### config.mk
export PLATFORM = sky130hd
export DESIGN_NAME = comp_mac_engine_flat
export DESIGN_NICKNAME = d
export VERILOG_FILES = /design/src/rtl/comp_mac_engine_if.sv /design/src/rtl/comp_mac_engine.sv /design/src/flat_wrapper.sv
export SDC_FILE = /design/constraint.sdc
export NUM_CORES = 1
export LEC_CHECK = 0
export ABC_AREA = 0
export BUFFER_PORTS_ARGS = -buffer_cell sky130_fd_sc_hd__buf_2
export CAP_MARGIN = 20
export CORE_UTILIZATION = 50
export CTS_CLUSTER_DIAMETER = 100
export DETAILED_ROUTE_END_ITERATION = 10
export GPL_TIMING_DRIVEN = 0
export PLACE_DENSITY = 0.67
export SKIP_CTS_REPAIR_TIMING = 1
export SLEW_MARGIN = 20
export SYNTH_ARGS = -nofsm -noshare
export SYNTH_HDL_FRONTEND = slang
export SYNTH_SLANG_ARGS = --single-unit
### constraint.sdc
create_clock -name clk -period 11.8 [get_ports clk]
set_clock_uncertainty 0.2 [all_clocks]
set_input_delay 1.77 -clock clk [delete_from_list [all_inputs] [get_ports clk]]
set_output_delay 1.77 -clock clk [all_outputs]
set_load 0.03 [all_outputs]
### src/rtl/comp_mac_engine_if.sv
// +----------------------------------------------------------------------+
// | comp_mac_engine_if : operand/result valid-ready bus of the MAC engine  |
// | Rev 1.0                                                              |
// +----------------------------------------------------------------------+
`default_nettype none

interface comp_mac_engine_if #(
  parameter int DWIDTH   = 8,
  parameter int ACC_BITS = 4
);
  localparam int AWIDTH = 2*DWIDTH + 2 + ACC_BITS;

  logic                  op_val;
  logic                  op_rdy;
  logic [4*DWIDTH-1:0]   op_data;
  logic                  op_last;
  logic                  res_val;
  logic                  res_rdy;
  logic [2*AWIDTH-1:0]   res_data;

  modport master (
    output op_val, op_data, op_last, res_rdy,
    input  op_rdy, res_val, res_data
  );

  modport slave (
    input  op_val, op_data, op_last, res_rdy,
    output op_rdy, res_val, res_data
  );
endinterface

`default_nettype wire

### src/rtl/comp_mac_engine.sv
// +----------------------------------------------------------------------+
// | comp_mac_engine : complex multiply-accumulate over op_last frames     |
// | Rev 1.0                                                              |
// +----------------------------------------------------------------------+
`default_nettype none

module comp_mac_engine #(
  parameter int DWIDTH   = 8,
  parameter int NO_MULT  = 4,
  parameter int SIGNED   = 0,
  parameter int ACC_BITS = 4
) (
  input  wire logic          clk,
  input  wire logic          rst_n,
  input  wire logic          sw_rst,
  comp_mac_engine_if.slave   bus
);

  localparam int c_awidth = 2*DWIDTH + 2 + ACC_BITS;
  localparam int c_steps  = 4 / NO_MULT;
  localparam int c_sw     = (c_steps > 1) ? $clog2(c_steps) : 1;
  localparam logic [c_sw-1:0] c_last_step = c_sw'(c_steps - 1);

  typedef enum logic [1:0] {
    S_IDLE = 2'd0,
    S_CALC = 2'd1,
    S_HOLD = 2'd2
  } state_t;

  state_t                r_state;
  state_t                w_state_nxt;
  logic [c_sw-1:0]       r_step;
  logic [DWIDTH-1:0]     r_x1, r_y1, r_x2, r_y2;
  logic                  r_last;
  logic [c_awidth-1:0]   r_acc_re, r_acc_im;
  logic                  r_res_val;
  logic [2*c_awidth-1:0] r_res_data;

  logic                  w_final;
  logic                  w_stall;
  logic                  w_do_step;
  logic                  w_op_rdy;
  logic                  w_accept;
  logic [c_awidth-1:0]   w_d_re, w_d_im;
  logic [c_awidth-1:0]   w_prod [NO_MULT];
  logic [1:0]            w_sel  [NO_MULT];

  // Multiplier m handles partial product index step*NO_MULT+m on each step.
  for (genvar m = 0; m < NO_MULT; m++) begin : g_mult
    logic [1:0]                 w_idx;
    logic [DWIDTH-1:0]          w_a, w_b;
    logic signed [DWIDTH:0]     w_ae, w_be;
    logic signed [2*DWIDTH+1:0] w_p;

    assign w_idx = 2'(int'(r_step) * NO_MULT + m);

    always_comb begin
      w_a = r_x1;
      w_b = r_x2;
      case (w_idx)
        2'd0:    begin w_a = r_x1; w_b = r_x2; end
        2'd1:    begin w_a = r_y1; w_b = r_y2; end
        2'd2:    begin w_a = r_x1; w_b = r_y2; end
        default: begin w_a = r_y1; w_b = r_x2; end
      endcase
    end

    assign w_ae = (SIGNED != 0) ? {w_a[DWIDTH-1], w_a} : {1'b0, w_a};
    assign w_be = (SIGNED != 0) ? {w_b[DWIDTH-1], w_b} : {1'b0, w_b};
    assign w_p  = w_ae * w_be;
    assign w_prod[m] = c_awidth'(w_p);
    assign w_sel[m]  = w_idx;
  end

  always_comb begin
    w_d_re = '0;
    w_d_im = '0;
    for (int m = 0; m < NO_MULT; m++) begin
      case (w_sel[m])
        2'd0:    w_d_re = w_d_re + w_prod[m];
        2'd1:    w_d_re = w_d_re - w_prod[m];
        default: w_d_im = w_d_im + w_prod[m];
      endcase
    end
  end

  // A last operand cannot finish while an unconsumed result sits in the output register.
  assign w_final   = (r_state != S_IDLE) && (r_step == c_last_step);
  assign w_stall   = w_final && r_last && r_res_val && !bus.res_rdy;
  assign w_do_step = (r_state != S_IDLE) && !w_stall;
  assign w_op_rdy  = !sw_rst && ((r_state == S_IDLE) ||
                                 ((r_state == S_CALC) && w_final && !w_stall));
  assign w_accept  = bus.op_val && w_op_rdy;

  always_comb begin
    w_state_nxt = r_state;
    case (r_state)
      S_IDLE: if (w_accept) w_state_nxt = S_CALC;
      S_CALC: begin
        if (w_final) begin
          if (w_stall)       w_state_nxt = S_HOLD;
          else if (w_accept) w_state_nxt = S_CALC;
          else               w_state_nxt = S_IDLE;
        end
      end
      S_HOLD: if (!w_stall) w_state_nxt = w_accept ? S_CALC : S_IDLE;
      default: w_state_nxt = S_IDLE;
    endcase
  end

  always_ff @(posedge clk or negedge rst_n) begin
    if (!rst_n)      r_state <= S_IDLE;
    else if (sw_rst) r_state <= S_IDLE;
    else             r_state <= w_state_nxt;
  end

  always_ff @(posedge clk or negedge rst_n) begin
    if (!rst_n) begin
      r_step     <= '0;
      r_x1       <= '0;
      r_y1       <= '0;
      r_x2       <= '0;
      r_y2       <= '0;
      r_last     <= 1'b0;
      r_acc_re   <= '0;
      r_acc_im   <= '0;
      r_res_val  <= 1'b0;
      r_res_data <= '0;
    end else if (sw_rst) begin
      r_step     <= '0;
      r_x1       <= '0;
      r_y1       <= '0;
      r_x2       <= '0;
      r_y2       <= '0;
      r_last     <= 1'b0;
      r_acc_re   <= '0;
      r_acc_im   <= '0;
      r_res_val  <= 1'b0;
      r_res_data <= '0;
    end else begin
      if (w_accept) begin
        r_x1   <= bus.op_data[4*DWIDTH-1:3*DWIDTH];
        r_y1   <= bus.op_data[3*DWIDTH-1:2*DWIDTH];
        r_x2   <= bus.op_data[2*DWIDTH-1:DWIDTH];
        r_y2   <= bus.op_data[DWIDTH-1:0];
        r_last <= bus.op_last;
      end

      if (w_accept || (w_do_step && w_final))
        r_step <= '0;
      else if (w_do_step)
        r_step <= r_step + 1'b1;

      if (w_do_step && w_final && r_last) begin
        r_res_data <= {r_acc_re + w_d_re, r_acc_im + w_d_im};
        r_acc_re   <= '0;
        r_acc_im   <= '0;
      end else if (w_do_step) begin
        r_acc_re <= r_acc_re + w_d_re;
        r_acc_im <= r_acc_im + w_d_im;
      end

      if (w_do_step && w_final && r_last)
        r_res_val <= 1'b1;
      else if (bus.res_rdy)
        r_res_val <= 1'b0;
    end
  end

  assign bus.op_rdy   = w_op_rdy;
  assign bus.res_val  = r_res_val;
  assign bus.res_data = r_res_data;

endmodule

`default_nettype wire

### src/flat_wrapper.sv
// flat-port wrapper written by rule: the top's interface ports become plain ports
module comp_mac_engine_flat 
#(
  parameter int DWIDTH   = 8,
  parameter int NO_MULT  = 4,
  parameter int SIGNED   = 0,
  parameter int ACC_BITS = 4
)
  (clk, rst_n, sw_rst, bus_op_val, bus_op_data, bus_op_last, bus_res_rdy, bus_op_rdy, bus_res_val, bus_res_data);
  comp_mac_engine_if #(.DWIDTH(DWIDTH), .ACC_BITS(ACC_BITS)) bus_i ();
  input  wire logic clk;
  input  wire logic rst_n;
  input  wire logic sw_rst;
  input wire logic [$bits(bus_i.op_val)-1:0] bus_op_val;
  input wire logic [$bits(bus_i.op_data)-1:0] bus_op_data;
  input wire logic [$bits(bus_i.op_last)-1:0] bus_op_last;
  input wire logic [$bits(bus_i.res_rdy)-1:0] bus_res_rdy;
  output wire logic [$bits(bus_i.op_rdy)-1:0] bus_op_rdy;
  output wire logic [$bits(bus_i.res_val)-1:0] bus_res_val;
  output wire logic [$bits(bus_i.res_data)-1:0] bus_res_data;
  assign bus_i.op_val = bus_op_val;
  assign bus_i.op_data = bus_op_data;
  assign bus_i.op_last = bus_op_last;
  assign bus_i.res_rdy = bus_res_rdy;
  assign bus_op_rdy = bus_i.op_rdy;
  assign bus_res_val = bus_i.res_val;
  assign bus_res_data = bus_i.res_data;
  comp_mac_engine #(.DWIDTH(DWIDTH), .NO_MULT(NO_MULT), .SIGNED(SIGNED), .ACC_BITS(ACC_BITS)) u_core (.clk(clk), .rst_n(rst_n), .sw_rst(sw_rst), .bus(bus_i));
endmodule
* After elaboration in Yosys (flattened, before gate mapping)
Index checks and enable logic that the tools add are counted.
Storage, ports and cells: output and inout bits 46, flip-flop bits (word level) 125, logic and storage cells 120, input port bits 38
Operators by class: bitwise logic cells 1, multiply operators 4, multiplexer cells 43, equal/unequal tests 11, reductions and logical operators 36, add/subtract/negate cells 14
Operator list (count):
- $mux 22 | 9
- $add 22x22->22 | 6
- $pmux 22 s2 | 3
- $mux 8 | 14
- $mux 44 | 2
- $mul 8x8->16 | 4
- $sub 22x22->22 | 2
- $add 18x18->19 | 1
- $sub 18x18->19 | 1
- $reduce_or 2->1 | 9
- $logic_and 1x1->1 | 11
- $mux 2 | 5
- $mux 1 | 9
- $reduce_bool 3->1 | 3
- $eq 2x1->1 const B | 4
- $eq 2x2->1 const B | 4
- $logic_not 2->1 | 4
- $ne 3x2->1 const B | 2
- $pmux 2 s3 | 1
- $reduce_bool 2->1 | 3
- $add 1x1->2 const AB | 2
- $logic_not 1->1 | 3
- $ne 3x3->1 const B | 1
- $reduce_and 3->1 | 1
- 4 further kinds | 5

* Logic depth before layout (Yosys ltp)
Gate-level depths: netlist of the first run.
depth after elaboration 15, depth in mapped cells 33, depth with buffers taken out 33

* Worst setup path before layout of the first run
OpenSTA, ideal clock, no wires.
path type register to register, start point register u_core.r_y1[5], end point register u_core.r_res_data[41] (netlist: u_core.bus.res_data[41]), library setup time 87 ps, cell stages (with the launch flop) 30, slack 4592 ps, arrival 6921 ps, period minus slack after synthesis 7208 ps, path through dfrtp_1 > clkbuf_1 > nand2_1 > fa_1 > fa_1 > inv_1 > fa_1 > inv_1 > fa_1 > inv_1 > ha_1 > nor2b_1 > o21a_1 > a21oi_1 > o21bai_1 > xnor2_1 > ha_1 > o211a_1 > and3_1 > a211o_1 > a21oi_1 > xnor2_1 > ha_1 > a2111oi_4 > o21ai_2 > a22oi_2 > a221oi_2 > or4b_1 > and3_1 > a211oi_2
Between the ends: longest elaborated chain between the ends 11, elaborated cells on any way between the ends 18
RTL lines:
- start, declared | line comp_mac_engine.sv:33 | logic [DWIDTH-1:0] r_x1, r_y1, r_x2, r_y2;
- start signal, assigned | line comp_mac_engine.sv:143 | r_y1 <= bus.op_data[3*DWIDTH-1:2*DWIDTH];
- $mux 8 | line comp_mac_engine.sv:60 | case (w_idx)
- $mul 8x8->16 | line comp_mac_engine.sv:70 | assign w_p = w_ae * w_be;
- $sub 18x18->19 or $add 18x18->19 (tied branches) | line comp_mac_engine.sv:81, comp_mac_engine.sv:80
- $pmux 22 s2 | line comp_mac_engine.sv:79 | case (w_sel[m])
- $sub 22x22->22 or $add 22x22->22 (tied branches) | line comp_mac_engine.sv:81, comp_mac_engine.sv:80
- $pmux 22 s2 | line comp_mac_engine.sv:79
- $sub 22x22->22 or $add 22x22->22 (tied branches) | line comp_mac_engine.sv:81, comp_mac_engine.sv:80
- $pmux 22 s2 (*) | line comp_mac_engine.sv:79
- $add 22x22->22 (*) | line comp_mac_engine.sv:155 | r_res_data <= {r_acc_re + w_d_re, r_acc_im + w_d_im};
- $mux 44 (*) | line comp_mac_engine.sv:154 | if (w_do_step && w_final && r_last) begin
- $mux 44 (*) | line comp_mac_engine.sv:129 | end else if (sw_rst) begin
- end signal, assigned | line comp_mac_engine.sv:155
- end, declared | line comp_mac_engine.sv:37 | logic [2*c_awidth-1:0] r_res_data;
Mark *: on every way between the ends. The rest lies on a longest branch, timed or not. The select of a mux whose other input is x is not followed. A chain may end at the register's enable or synchronous reset.

* Worst setup path after layout of the first run
start point register u_core.r_y2[2], end point register u_core.r_res_data[43] (netlist: u_core.bus.res_data[43])
Between the ends: longest elaborated chain between the ends 11, elaborated cells on any way between the ends 18
RTL lines:
- start, declared | line comp_mac_engine.sv:33
- start signal, assigned | line comp_mac_engine.sv:145 | r_y2 <= bus.op_data[DWIDTH-1:0];
- $mux 8 | line comp_mac_engine.sv:60
- $mul 8x8->16 | line comp_mac_engine.sv:70
- $sub 18x18->19 or $add 18x18->19 (tied branches) | line comp_mac_engine.sv:81, comp_mac_engine.sv:80
- $pmux 22 s2 | line comp_mac_engine.sv:79
- $sub 22x22->22 or $add 22x22->22 (tied branches) | line comp_mac_engine.sv:81, comp_mac_engine.sv:80
- $pmux 22 s2 | line comp_mac_engine.sv:79
- $sub 22x22->22 or $add 22x22->22 (tied branches) | line comp_mac_engine.sv:81, comp_mac_engine.sv:80
- $pmux 22 s2 (*) | line comp_mac_engine.sv:79
- $add 22x22->22 (*) | line comp_mac_engine.sv:155
- $mux 44 (*) | line comp_mac_engine.sv:154
- $mux 44 (*) | line comp_mac_engine.sv:129
Marks and branches as above.

==> reports/summary.txt, run 1 <==
Cells after Synth: 1865
grt ovf: 0
Core Util, Final: 55.69%
H-Tree Level Count: 4
endpoints failing setup: 0
leak pwr: 9.567 nW
number of global-route vias before repair: 13740
startpoint class of the critical path: flip-flop
crit path max-delay cell type: clkbuf_1
Hold Slack: 0.2937 ns
Simple-Gate Fraction of Synth Area: 19.35%
CTS root buffer: clkbuf_16
Synth top area share: 18.99%
placed inst area: 0.01748 mm2
routability cong.: 0.9177
Req. time, crit path: 11.95 ns
CTS tree: built
clock buffer depth: 2
largest net degree at the start of global routing: 67
slowest cell delay on critical path: 0.66 ns
DP HPWL: 36190 um
most used flip-flop cell after synthesis: dfrtp_1
xor/xnor share of the synthesized area: 5.721%
maximum fanout along the worst path: 10
Die X: 183.5 um
fin area: 0.01807 mm2
Core Footprint: 0.03245 mm2
Comb pwr share: 52.6%
total length of routed wires: 45030 um
Post-Synth Adder-Cell Area: 34.32%
Fin. Hold Viols: 0
post-synthesis mux area share: 0.1291%
status: finished, final reports clean
internal power: 1.238 mW
number of antenna diodes: 0
Avg Cell Area, Syn: 8.831 um2
clock sinks: 125
clk_lat worst skew: 0.44 ns
switching power: 1.014 mW
DRC errors left: 0
max-cap viol count: 0
initial antenna violation count: 2
Pre-antenna DRT Iters: 6
main combinational cell family by area after synthesis: adder cells
Worst Setup End Kind: flip-flop
Filler cells: 3005
average vias per placed instance: 5.549
Antenna Nets Post-Route: 0
first-pass GRT wire length: 72610 um
Mapped Area: 0.01647 mm2
Clk pin slew, worst setup/hold paths: 0.06 ns
register area share after synthesis: 18.99%
I/O Pins: 84
maximum vdd drop: 0.09959 mV
mean routed wirelength per cell: 18.59 um
sequential fraction of design power: 23.0%
max-slew violations: 0
sum of negative setup slack: 0 ns
layout net count: 2369
Buffers on Ports: 83
Post-Syn Nets: 2266
Clock power frac: 24.5%
proportion of layout cells with a drive suffix above 1: 7.269%
die height: 183.5 um
Critical Path AT: 8.92 ns
worst-margin pin slew: 1.056 ns
Post-synth EDFFs: 0
Slew HR: 29.63%
power density over cell area: 124.6 mW/mm2
die area: 0.03367 mm2
Sw Ratio: 45.04%
Site Rows: 66
Overall Power: 2.252 mW
Vias: 13450
Area growth syn-to-layout: 9.740%
Synth async-reset ratio: 100.0%
Yosys reg bits: 125
HP Class: reg2reg
RSZ-0062 raised after global routing: no
GRT Resource Usage Total: 28.05%
ranking of synthesized cells by area: dfrtp_1 19%, fa_1 18%, ha_1 16%
post-synth cell types: 74
Synthesis Warnings: 0
initial DRC count: 699
min Tclk post-route: 8.771 ns
Initial Utilization: 50.75%
leading area contributor after synthesis: dfrtp_1
CP Class: reg2reg
fin crit share: 74.33%
Crit path top cell by count: fa_1
CTS buffer count: 17
fmax: 114.0 MHz
Compound-Gate Fraction of Synth Area: 14.14%
Yosys cell counts (19+ instances only):
library cell and count:
a21o_1 30, a21oi_1 98, a22o_1 42, and2_1 210
clkbuf_1 59, dfrtp_1 125, fa_1 148, ha_1 215
inv_1 254, nand2_1 206, nand3b_1 33, nor2_1 76
nor2b_1 19, o21ai_0 37, o21ai_1 20, xnor2_1 76
xor2_1 29
layout make-up:
type	count	area (um2)	share of cell area [%]
Buffer	66	256.5	1.419
Clock buffer	19	442.9	2.451
Clock inverter	13	155.1	0.8584
Sequential cell	125	3128	17.31
Multi-Input combinational cell	1420	12130	67.12
Inverter	254	953.4	5.275
Tap cell	442	553.0	3.060
Timing Repair Buffer	84	452.9	2.506
cell families after synthesis:
logic type      after synthesis
mux                           2
compound gates              331
xor+xnor                    106
simple gates                618
flops                       125
fa+ha+maj                   363
buf+inv                     320
worst paths after layout:
check / start / end / cells after the start / slack, ns
max: u_core.r_y2[2] / u_core.bus.res_data[43] / 30 / 3.03
min: u_core.r_acc_im[21] / u_core.r_acc_im[21] / 1 / 0.29
max reg2reg: u_core.r_y2[2] / u_core.bus.res_data[43] / 30 / 3.03
min reg2reg: u_core.r_acc_im[21] / u_core.r_acc_im[21] / 1 / 0.29
max in group asynchronous: rst_n / u_core.r_y1[0] / 2 / 9.59
min in group asynchronous: rst_n / u_core.bus.res_data[17] / 1 / 1.09
placed cells by master (no fill, tap or decap), drive strengths merged, types with 3 or more instances in the layout:
cell,n
ha,215
clkinv,3
a41oi,3
and2,210
nand2,206
o31ai,4
a2111oi,4
and3,8
or3,6
nand4,6
a21oi,100
a21boi,3
o21bai,14
a21o,30
nand3,18
o211ai,4
inv,260
buf,91
a211oi,15
dfrtp,125
xnor2,76
nand3b,33
o311ai,3
o31a,3
a22o,42
fa,148
clkbuf,78
nand2b,10
o41ai,4
or2,3
o21a,9
nor2b,19
nor3,16
a31oi,9
o21ai,60
a311oi,3
xor2,29
nor2,76
worst max-delay path, delay by kind of cell (launching register included):
kind                     cells  cell delay, ns
AND/OR/NAND/NOR              2            0.33
AO/OA/AOI/OAI               14            2.99
flip-flops                   1            0.58
buffers and inverters        4            0.80
XOR/XNOR                     3            0.77
adder cells (fa/ha/maj)      7            3.03
power groups by stage:
stage	clock network, mW	logic (mW)	registers, mW
floorplan	0	0.845	0.520
global placement	0	1.14	0.522
detailed placement	0	1.15	0.523
CTS	0.560	1.17	0.516
global route	0.577	1.29	0.521
finish	0.551	1.18	0.517
metrics by stage:
| step | worst slack [ns] | std cells |
|---|---|---|
| 2_1_floorplan | 4.592 | 1865 |
| 3_3_place_gp | 3.210 | 2390 |
| 3_5_place_dp | 3.140 | 2391 |
| 4_1_cts | 3.065 | 2423 |
| 5_1_grt | 2.589 | 2423 |
| 6_report | 3.029 | 2423 |
state kept, by name (all words and copies together) (netlist names), 2 cells and up:
signal,cells
u_core.bus.res_data,44
u_core.r_acc_im,22
u_core.r_acc_re,22
u_core.r_x1,8
u_core.r_x2,8
u_core.r_y1,8
u_core.r_y2,8
u_core.r_state,2
routing by layer:
metal / wire (um) / up-vias / track usage, %
met4: 1598 / 2 / 10.13
met3: 2984 / 96 / 5.745
met2: 20760 / 390 / 45.17
li1: - / 6347 / -
met1: 19680 / 6611 / 37.28
met5: 13 / - / 0
Note: power is estimated with default switching activity, not from simulation.
==> run 2, diff against run 1 <==
clock period = 9.2 ns   (was 11.8 ns; I/O delays follow)
==> reports/summary.txt, run 2 (synthesis results as in run 1) <==
status: finished, final reports clean
clk_lat worst skew: 0.44 ns
max-cap viol count: 0
maximum fanout along the worst path: 10
Comb pwr share: 52.6%
CTS root buffer: clkbuf_16
number of global-route vias before repair: 13740
switching power: 1.302 mW
sum of negative setup slack: 0 ns
Slew HR: 29.63%
Area growth syn-to-layout: 9.747%
Worst Setup End Kind: flip-flop
Hold Slack: 0.2937 ns
Fin. Hold Viols: 0
Vias: 13470
Clock power frac: 24.5%
proportion of layout cells with a drive suffix above 1: 7.320%
Clk pin slew, worst setup/hold paths: 0.06 ns
worst slack, placed: 0.5403 ns
Pre-antenna DRT Iters: 6
maximum vdd drop: 0.1277 mV
internal power: 1.588 mW
min Tclk post-route: 8.651 ns
largest net degree at the start of global routing: 67
leading cell type in the layout, fill and taps excluded: inv_1
GRT Resource Usage Total: 28.05%
CP Class: reg2reg
Crit path top cell by count: inv_1
fmax: 115.6 MHz
worst-margin pin slew: 1.056 ns
initial DRC count: 699
Site Rows: 66
routability cong.: 0.9177
first-pass GRT wire length: 72610 um
Final WS setup: 0.5495 ns
max-slew violations: 0
HP Class: reg2reg
Req. time, crit path: 9.35 ns
CTS tree: built
max reg flops: 44
Critical Path AT: 8.80 ns
fin crit share: 94.03%
grt ovf: 0
crit path max-delay cell type: fa_1
slowest cell delay on critical path: 0.55 ns
Antenna Nets Post-Route: 0
I/O Pins: 84
Initial Utilization: 50.75%
endpoints failing setup: 0
CTS buffer count: 17
Core Footprint: 0.03245 mm2
layout net count: 2369
Reg area: 0.003128 mm2
leak pwr: 9.571 nW
Core Util, Final: 55.69%
DP HPWL: 36190 um
Sw Ratio: 45.05%
DRC errors left: 0
power density over cell area: 159.9 mW/mm2
total length of routed wires: 45060 um
initial antenna violation count: 2
clock buffer depth: 2
average vias per placed instance: 5.560
die area: 0.03367 mm2
Buffers on Ports: 83
H-Tree Level Count: 4
number of antenna diodes: 0
RSZ-0062 raised after global routing: no
Multi-input gate area: 0.01213 mm2
clock sinks: 125
Die X: 183.5 um
sequential fraction of design power: 23.0%
startpoint class of the critical path: flip-flop
die height: 183.5 um
most frequent cells in the layout: 254 x inv_1, 215 x ha_1, 210 x and2_1
Filler cells: 3004
mean routed wirelength per cell: 18.59 um
run 2: power by group through the flow:
| stage | Combinational [mW] | Clock, mW | Sequential [mW] |
|---|---|---|---|
| 2_1_floorplan | 1.08 | 0 | 0.666 |
| 3_3_place_gp | 1.46 | 0 | 0.670 |
| 3_5_place_dp | 1.48 | 0 | 0.671 |
| 4_1_cts | 1.50 | 0.718 | 0.662 |
| 5_1_grt | 1.66 | 0.740 | 0.669 |
| 6_report | 1.52 | 0.707 | 0.663 |
run 2: final timing paths:
path | start | depth (start not counted) | end | slack, ns
max | u_core.r_y1[0] | 29 | u_core.r_acc_im[19] | 0.55
min | u_core.r_acc_im[21] | 1 | u_core.r_acc_im[21] | 0.29
max reg2reg | u_core.r_y1[0] | 29 | u_core.r_acc_im[19] | 0.55
min reg2reg | u_core.r_acc_im[21] | 1 | u_core.r_acc_im[21] | 0.29
max in group asynchronous | rst_n | 2 | u_core.r_y1[0] | 7.38
min in group asynchronous | rst_n | 1 | u_core.bus.res_data[17] | 0.70
run 2: layout make-up:
cell class / instances / share of cell area, %
buffer: 66 / 1.426
clock buffer: 19 / 2.451
clock inverter: 13 / 0.8584
inverter: 254 / 5.275
multi-input combinational: 1420 / 67.12
sequential: 125 / 17.31
tap: 442 / 3.060
timing repair buffer: 84 / 2.506
run 2: stage by stage:
step	instance area [um2]	total power, mW	instances
final	18070	2.889	2423
after detailed placement	17480	2.150	2391
after global placement	17440	2.126	2390
after global routing	18070	3.068	2423
after CTS	18070	2.876	2423
after floorplan	16470	1.750	1865
run 2: critical path: cells and delay by family, from the launching register on:
family	cells	cell delay, ns
flops	1	0.54
compound gates	8	2.13
xor+xnor	1	0.24
simple gates	7	1.26
buf+inv	6	0.90
fa+ha+maj	7	3.32
run 2: metal layers:
layer	wire (um)	up-vias	part of all wire, %	track usage [%]
li1	-	6346	-	-
met1	19770	6622	44	37.28
met2	20750	403	46	45.17
met3	2912	98	6.5	5.745
met4	1611	2	3.6	10.13
met5	13	-	0.029	0
==> run 3, diff against run 2 <==
PLACE_DENSITY = 0.7   (was 0.67)
clock period = 7.2 ns   (was 9.2 ns; I/O delays follow)
==> reports/summary.txt, run 3 (synthesis results as in run 1) <==
violated checks: negative setup slack
Clk pin slew, worst setup/hold paths: 0.07 ns
Antenna Nets Post-Route: 0
clk_lat worst skew: 0.45 ns
die height: 183.5 um
first-pass GRT wire length: 71990 um
maximum fanout along the worst path: 9
max reg flops: 44
Vias: 14180
min Tclk post-route: 7.514 ns
CTS root buffer: clkbuf_16
Final WS setup: -0.3138 ns
fin crit share: 104.4%
Area growth syn-to-layout: 22.31%
Top delay family on crit path: adder cells
grt ovf: 0
worst reg2reg startpoint: u_core.r_y2[2]
clock sinks: 125
Reg area: 0.003163 mm2
Req. time, crit path: 7.36 ns
number of antenna diodes: 0
GRT Resource Usage Total: 27.61%
DP HPWL: 35710 um
Worst Setup End Kind: flip-flop
Crit path top cell by count: fa_1
fin area: 0.02014 mm2
DRC errors left: 0
total length of routed wires: 47810 um
fmax: 133.1 MHz
clock buffer depth: 2
CTS buffer count: 17
proportion of layout cells with a drive suffix above 1: 22.56%
Multi-input gate area: 0.01324 mm2
sum of negative setup slack: -2.455 ns
initial DRC count: 1067
leading cell type in the layout, fill and taps excluded: inv_1
Overall Power: 4.131 mW
RSZ-0062 raised after global routing: yes
Filler cells: 2648
Die X: 183.5 um
status: complete, but fails checks
leak pwr: 10.41 nW
power density over cell area: 205.1 mW/mm2
routability cong.: 0.9209
I/O Pins: 84
mean routed wirelength per cell: 19.06 um
Critical Path AT: 7.67 ns
sequential fraction of design power: 20.3%
most frequent cells in the layout: 237 x inv_1, 204 x and2_1, 197 x nand2_1
internal power: 2.291 mW
largest net degree at the start of global routing: 95
RR Endpoint: u_core.bus.res_data[41]
switching power: 1.840 mW
Critical path buffers and inverters: 4
placed inst area: 0.01748 mm2
CTS tree: built
average vias per placed instance: 5.654
R2R depth: 27
crit path max-delay cell type: fa_1
Initial Utilization: 50.75%
Fin. Hold Viols: 0
max-slew violations: 0
startpoint class of the critical path: flip-flop
Site Rows: 66
Core Footprint: 0.03245 mm2
Clock power frac: 23.0%
max-cap viol count: 0
Buffers on Ports: 83
Hold Slack: 0.2880 ns
slowest cell delay on critical path: 0.55 ns
endpoints failing setup: 18
Core Util, Final: 62.07%
worst-margin pin slew: 1.111 ns
reg2reg setup slack: -0.31 ns
layout net count: 2454
CP Class: reg2reg
maximum vdd drop: 0.2305 mV
Sw Ratio: 44.53%
Pre-antenna DRT Iters: 5
worst setup path start: u_core.r_y2[2]
Comb pwr share: 56.8%
initial antenna violation count: 1
HP Class: in2async
Slew HR: 25.92%
die area: 0.03367 mm2
number of global-route vias before repair: 13690
H-Tree Level Count: 4
-- run 3: through the flow --
step	cells	setup slack (ns)
after global routing	2508	-0.5791
after CTS	2423	-1.651
final	2508	-0.3138
after floorplan	1865	0.01475
after detailed placement	2391	-1.628
after global placement	2390	-1.378
-- run 3: worst max-delay path by stage --
stage / end / slack, ns / depth (start not counted)
detailed placement: u_core.bus.res_data[19] / -1.63 / 29
floorplan: u_core.bus.res_data[41] / 0.01 / 30
global route: u_core.bus.res_data[41] / -0.58 / 33
CTS: u_core.bus.res_data[19] / -1.65 / 29
finish: u_core.bus.res_data[41] / -0.31 / 27
global placement: u_core.bus.res_data[20] / -1.38 / 29
-- run 3: routing by layer --
metal	vias up	share of wire (%)	global-route usage, %
li1	6520	-	-
met1	7071	43	37.43
met2	513	47	44.15
met3	76	7.4	5.428
met4	0	2.7	9.133
met5	-	0	0
-- run 3: final cells by class --
class	count	area share (%)
Multi-Input combinational cell	1420	65.71
Sequential cell	125	15.70
Timing Repair Buffer	169	5.733
Inverter	254	4.783
Tap cell	442	2.745
Buffer	66	2.224
Clock buffer	17	2.112
Clock inverter	15	0.9876
-- run 3: power groups by stage --
| stage | sequential, mW | combinational [mW] | clock, mW |
|---|---|---|---|
| CTS | 0.844 | 1.90 | 0.953 |
| global route | 0.843 | 2.52 | 0.988 |
| finish | 0.838 | 2.34 | 0.948 |
| floorplan | 0.851 | 1.38 | 0 |
| detailed placement | 0.856 | 1.88 | 0 |
| global placement | 0.855 | 1.85 | 0 |
